File: src/rtl/branch_resolve_queue.sv
// rtl/branch_resolve_queue.sv - in-order branch tracking queue feeding predictor commit inputs
// Entries allocate at tail, resolve by tag, retire from head; a head mispredict flushes the queue.
module branch_resolve_queue #(
  parameter int DEPTH = 8,
  parameter int TAG_W = 3
) (
  input  logic             clk,
  input  logic             rst,
  input  logic             alloc_valid,
  input  logic [31:0]      alloc_pc,
  input  logic             alloc_predict,
  output logic             alloc_ready,
  output logic [TAG_W-1:0] alloc_tag,
  input  logic             res_valid,
  input  logic [TAG_W-1:0] res_tag,
  input  logic             res_taken,
  input  logic             commit_en,
  output logic             branch_commit,
  output logic [31:0]      pc_head,
  output logic             direct_resolved,
  output logic             direct_mispredict,
  output logic             flush,
  output logic [TAG_W:0]   count
);

  localparam logic [TAG_W:0] L_FULL = (TAG_W+1)'(DEPTH);

  logic [DEPTH-1:0] r_valid;
  logic [DEPTH-1:0] r_resolved;
  logic [DEPTH-1:0] r_predict;
  logic [DEPTH-1:0] r_taken;
  logic [31:0]      r_pc [DEPTH];
  logic [TAG_W-1:0] r_head;
  logic [TAG_W-1:0] r_tail;
  logic [TAG_W:0]   r_count;

  logic             w_nonempty;
  logic             w_commit;
  logic             w_mispredict;
  logic             w_alloc_fire;
  logic             w_res_fire;
  logic [TAG_W-1:0] w_head_inc;
  logic [TAG_W:0]   w_count_next;

  assign w_nonempty   = (r_count != '0);
  assign w_commit     = w_nonempty && r_resolved[r_head] && commit_en;
  assign w_mispredict = w_commit && (r_taken[r_head] != r_predict[r_head]);
  assign w_alloc_fire = alloc_valid && alloc_ready;
  assign w_res_fire   = res_valid && r_valid[res_tag] && !r_resolved[res_tag];
  assign w_head_inc   = r_head + 1'b1;

  assign alloc_ready       = (r_count < L_FULL) && !w_mispredict;
  assign alloc_tag         = r_tail;
  assign branch_commit     = w_commit;
  assign direct_mispredict = w_mispredict;
  assign flush             = w_mispredict;
  assign count             = r_count;
  assign pc_head           = w_nonempty ? r_pc[r_head] : 32'd0;
  assign direct_resolved   = w_nonempty ? r_taken[r_head] : 1'b0;

  always_comb begin
    w_count_next = r_count;
    case ({w_alloc_fire, w_commit})
      2'b10:   w_count_next = r_count + 1'b1;
      2'b01:   w_count_next = r_count - 1'b1;
      default: w_count_next = r_count;
    endcase
  end

  // Commit only touches head and allocate only touches tail; they never alias when both fire.
  always_ff @(posedge clk) begin
    if (rst) begin
      r_head     <= '0;
      r_tail     <= '0;
      r_count    <= '0;
      r_valid    <= '0;
      r_resolved <= '0;
    end else if (w_mispredict) begin
      r_valid    <= '0;
      r_resolved <= '0;
      r_head     <= w_head_inc;
      r_tail     <= w_head_inc;
      r_count    <= '0;
    end else begin
      if (w_res_fire) begin
        r_resolved[res_tag] <= 1'b1;
        r_taken[res_tag]    <= res_taken;
      end
      if (w_commit) begin
        r_valid[r_head]    <= 1'b0;
        r_resolved[r_head] <= 1'b0;
        r_head             <= w_head_inc;
      end
      if (w_alloc_fire) begin
        r_valid[r_tail]    <= 1'b1;
        r_resolved[r_tail] <= 1'b0;
        r_pc[r_tail]       <= alloc_pc;
        r_predict[r_tail]  <= alloc_predict;
        r_tail             <= r_tail + 1'b1;
      end
      r_count <= w_count_next;
    end
  end

endmodule

File: config.mk
export PLATFORM = sky130hd
export DESIGN_NAME = branch_resolve_queue
export DESIGN_NICKNAME = d
export VERILOG_FILES = /design/src/rtl/branch_resolve_queue.sv
export SDC_FILE = /design/constraint.sdc
export NUM_CORES = 1
export LEC_CHECK = 0
export ABC_CLOCK_PERIOD_IN_PS = 9200
export CAP_MARGIN = 20
export CELL_PAD_IN_SITES_DETAIL_PLACEMENT = 0
export CELL_PAD_IN_SITES_GLOBAL_PLACEMENT = 1
export CORE_UTILIZATION = 45
export DETAILED_ROUTE_END_ITERATION = 6
export GPL_TIMING_DRIVEN = 0
export PLACE_DENSITY_LB_ADDON = 0.1
export SYNTH_ARGS = -nofsm -noshare
export SYNTH_HDL_FRONTEND = slang
export SYNTH_SLANG_ARGS = --single-unit
File: constraint.sdc
create_clock -name clk -period 9.2 [get_ports clk]
set_input_delay 2.76 -clock clk [delete_from_list [all_inputs] [get_ports clk]]
set_output_delay 2.76 -clock clk [all_outputs]
set_load 0.05 [all_outputs]
== Yosys cells after proc, flatten, opt, wreduce, memory -nomap -nowiden ==
Memory sizes are Yosys's and may differ from the RTL's. A register that Yosys moved wholly into a read port is not among the register bits.
Index checks and enable logic that the tools add are counted.
Word-level totals
  output and inout port bits: 44
  memories: 1
  memory bits (read-only): 0
  bits in registers: 42
  logic and storage cells: 92
  bits in writable memories: 256
  bits of input ports: 42
  bits in latches: 0
Cells by class
  shift operators: 0
  multiply operators: 0
  bitwise logic cells: 9
  reductions and logical operators: 19
  add/subtract/negate cells: 4
  eq/ne operators: 3
  multiplexer cells: 42
  order comparisons: 7
  div/mod/pow operators: 0
Memory list
  r_pc: words 8, bits a word 32, rd ports 1, clocked after Yosys merged registers in 1, wr ports 1, line 32  | logic [31:0] r_pc [DEPTH];
Operators with widths (count)
  8-bit 2-to-1 mux: 11
  32-bit 2-to-1 mux: 1
  8-bit bitwise AND: 3
  3-bit 2-to-1 mux: 6
  8-bit bitwise mux: 2
  8-bit inverter: 2
  8-bit OR: 2
  1-bit binary-select mux with 3-bit select: 5
  1-bit 2-to-1 mux: 13
  3-bit by 4-bit less-than comparator with 1-bit output, second input constant: 3
  1-bit logical AND: 10
  1-bit demux with 3-bit select: 3
  3-bit by 1-bit greater-or-equal comparator with 1-bit output, second input constant: 3
  4-bit case mux with 2 select lines: 1
  3-bit by 1-bit adder with 3-bit output, second input constant: 2
  3-bit AND reduction: 2
  2-bit nonzero test: 3
  4-bit by 1-bit adder with 4-bit output, second input constant: 1
  4-bit less-than comparator, second input constant: 1
  4-bit nonzero test: 1
  4-bit by 1-bit subtractor with 4-bit output, second input constant: 1
  2-bit by 1-bit equality test with 1-bit output, second input constant: 1
  2-bit equality test, second input constant: 1
  1-bit zero test: 2
  other kinds (3): 4

== Depth between registers and ports, before layout ==
  depth after elaboration: 14
  gate-level depth with buffers: 18
  mapped depth without buffers: 14

== Worst setup path after synthesis ==
Ideal clock, no wire load.
  path kind: input-to-output
  from: input port commit_en
  to: output port alloc_ready
  stages on the path: 6
  arrival time: 4.320 ns
  path buffers: 2
  path slack: 2.120 ns
  required time: 6.440 ns
  cell sequence: nand2_1 nor2b_4 buf_6 and2_1 clkbuf_1 nor2_1
Between the ends
  cells in the longest elaborated chain, start to end: 4
RTL lines
  from (decl): line 17  | input logic commit_en,
  1-bit logical AND: line 46  | assign w_commit = w_nonempty && r_resolved[r_head] && commit_en;
  named net branch_commit: line 18  | output logic branch_commit,
  1-bit logical AND: line 47  | assign w_mispredict = w_commit && (r_taken[r_head] != r_predict[r_head]);
  named net direct_mispredict: line 21  | output logic direct_mispredict,
  1-bit zero test: line 52  | assign alloc_ready = (r_count < L_FULL) && !w_mispredict;
  1-bit logical AND: line 52
  to (decl): line 12  | output logic alloc_ready,
The timed path passes the listed nets, and every way through them passes these cells.

== Worst setup path in the final report ==
  from: input port commit_en
  to: output port flush
Between the ends
  cells in the longest elaborated chain, start to end: 2
RTL lines
  1-bit logical AND: line 46
  1-bit logical AND: line 47
  to (decl): line 22  | output logic flush,
Every way passes these cells.

==> impl_results.md <==
- Placed Cells: 1,080
- Die W: 165.5 microns
- Clk sinks: 301
- Wire length per cell: between 20 and 25 microns
- Clk buf depth: 3
- Die ar.: 0.02740 sq mm
- Initial DRC count: about 450
- PortBufs: 83
- Slew Limit Fails: 0
- First-pass GRT wire length: roughly 39,000 microns
- P&R area growth vs syn: 20.36%
- Crit end category: primary output
- Final setup viols: 0
- CP most frequent cell: clkdlybuf4s50_1
- Fin crit share: a little over four fifths
- Worst skew pair latency: 560 ps
- Crit path largest cell delay: roughly 780 ps
- Failing checks: DRC
- Slowest CP cell: clkdlybuf4s50_1
- Worst path arrival time: just under 5000 ps
- EDFF count, synth: roughly 270
- Clock-pin slew on the worst setup and hold paths: 60 ps
- Mapped cell area: 0.01203 sq mm
- Pre-Repair DR Iteration Count: 7
- Setup TNS: 0 ps
- Top Ports: 86
- Status: finished with violations
- PwrDens: 199.9 mW/mm^2
- # diodes: 0
- Post-synth top cells: 272 x edfxtp_1, 71 x nor2_1, 65 x mux4_2, 44 x mux2i_1, 29 x dfxtp_1
- CP required: 6440 ps
- Max-cap violations: 0
- Worst Max-Slew Pin Slew: ~1000 ps
- Synth Instances: between 600 and 700
- Nets@finish: approximately 820
- Vias per cell: 5.577
- Non-filler cells, final: 1,135
- CP cell instances: clkdlybuf4s50_1 > nand2_1 > nor2b_4 > buf_6 > and2_1 > clkbuf_1 > buf_4 > clkdlybuf4s50_1
- Fin worst setup slack: 1469 ps
- Root buffer cell: clkbuf_16
- Startpoint types: input port
- WS Path Type: input port to primary output
- Fmax: 129.4 MHz
- Syn nets: 701
- Final core utilization: 55.42%
- Hold Fails Final Rpt: 0
- Largest net degree at the start of global routing: 23
- GRT Overall Usage: ~20%
- Antenna viol nets, final: 0
- Num rows: between 50 and 60
- Final WL: 26,160 microns
- Yosys synthesis warning count: 0
- Skew final: around 17 ps
- Seq cells post-synth: approximately 300
- Peak fanout along the critical path: 11
- Leakage: approximately 4.5 nW
- Total Power: 0.002896 W
- Via count: 6,330
- # DRC: 16
- Slew HR: 33.50%
- Share of layout cells above drive strength 1: about a fifth
- Yosys cell types: 48
- Setup WS pre-CTS: 1459 ps
- Peak supply drop: 124.8 uV
- RSZ-0062 raised after global routing: false
- GP Congestion: between 0.8 and 0.9
- H-tree Lvls: 1
- Sequential area share after synthesis: 72.70%
- Initial antenna violation count: 0
- Mean post-synth cell area: 18.40 sq um
- CTS Buf Count: 30
- Vias in the first global route: 6,592
- Core ar.: 0.02613 sq mm
- Async set or reset register ratio after synthesis: 0%
- Overflow after GRT: 0
- Worst Hold Class: register to register
- Synth top area share: 67.88%
- Cts-stage hold buffer count: 0
- Post-cts sizing count: 0
- Yosys top cell by area: edfxtp_1
- Min Tclk post-route: 7731 ps
- DP HPWL: 16,090 microns
- Most frequent cell after synthesis: edfxtp_1
- Die Ht: 165.5 microns
- # Post-CTS Setup Buffers: 0
- Top post-synthesis cells by area: edfxtp_1 68%, mux4_2 12%, dfxtp_1 4.8%
- Predominant post-synthesis flop cell: edfxtp_1
- Initial Util: 46.05%
- CTS tree: done
[critical path: cells and delay by family]
family / cells / cell delay [ps]
simple gates: 3 / 360
buf+inv: 5 / 1850
[power by group]
group          switching [W]  total [W]  internal [W]
Combinational       0.000144   0.000217     0.0000731
Sequential        0.00000743    0.00152       0.00151
Clock               0.000495    0.00116      0.000665
Total               0.000646    0.00290       0.00225
[stage by stage]
step	instance area, sq um	hold WS (ps)
after floorplan	12030	431.9
after global placement	13280	444.1
after detailed placement	13540	452.9
after CTS	14480	462.8
after global routing	14480	483.4
final	14480	466.1
[cell usage in the layout (no fill, tap or decap), types with 4 or more instances in the layout]
| cell | instances |
|---|---|
| a21oi_1 | 11 |
| and3_1 | 5 |
| buf_1 | 4 |
| buf_12 | 4 |
| buf_16 | 4 |
| buf_2 | 11 |
| buf_6 | 5 |
| clkbuf_1 | 24 |
| clkbuf_16 | 30 |
| clkbuf_8 | 5 |
| clkdlybuf4s50_1 | 83 |
| clkinv_1 | 5 |
| clkinv_2 | 5 |
| dfxtp_1 | 29 |
| edfxtp_1 | 272 |
| ha_1 | 5 |
| mux2i_1 | 44 |
| mux4_2 | 65 |
| nand2_1 | 18 |
| nand2b_1 | 4 |
| nand3_1 | 16 |
| nand3b_1 | 5 |
| nor2_1 | 64 |
| nor2_4 | 7 |
| nor2b_1 | 10 |
| xnor2_1 | 10 |
| xor2_1 | 4 |
[worst paths after layout]
kind,depth (start not counted),start,slack (ps),endpoint
worst max-delay path,8,commit_en,1470,flush
worst min register to register,2,r_valid[0],470,r_valid[0]
worst min-delay path,2,r_valid[0],470,r_valid[0]
worst max register to register,17,r_head[1],5660,count[2]
[metal layers]
layer | vias up | part of all wire [%] | global-route usage [%]
met5 | - | 0 | 0
met4 | 0 | 2.0 | 5.289
met3 | 38 | 5.3 | 2.897
met2 | 184 | 49 | 32.35
met1 | 3275 | 44 | 27.57
li1 | 2833 | - | -
[area by class of cell]
type,instances,area [sq um]
Fill cell,2048,11650
Clock inverter,13,97.59
Buffer,39,205.2
Tap cell,335,419.2
Sequential cell,301,8748
Multi-Input combinational cell,312,3138
Timing Repair Buffer,91,1021
Inverter,2,7.507
Clock buffer,42,845.8
[registers in the layout, indices dropped and copies added (netlist names), named ones only]
register    flops
alloc_tag       3
r_predict       8
r_resolved      8
count           4
r_valid         8
r_head          3
r_pc          256
r_taken         8
[kinds of logic after synthesis]
| kind of cell | count (synthesis) | synth area share [%] |
|---|---|---|
| compound gates | 33 | 1.841 |
| xor+xnor | 14 | 1.019 |
| fa+ha+maj | 5 | 0.5199 |
| buf+inv | 41 | 1.768 |
| flops | 301 | 72.70 |
| mux | 113 | 16.23 |
| simple gates | 147 | 5.917 |
Note: power is estimated with default switching activity, not from simulation.
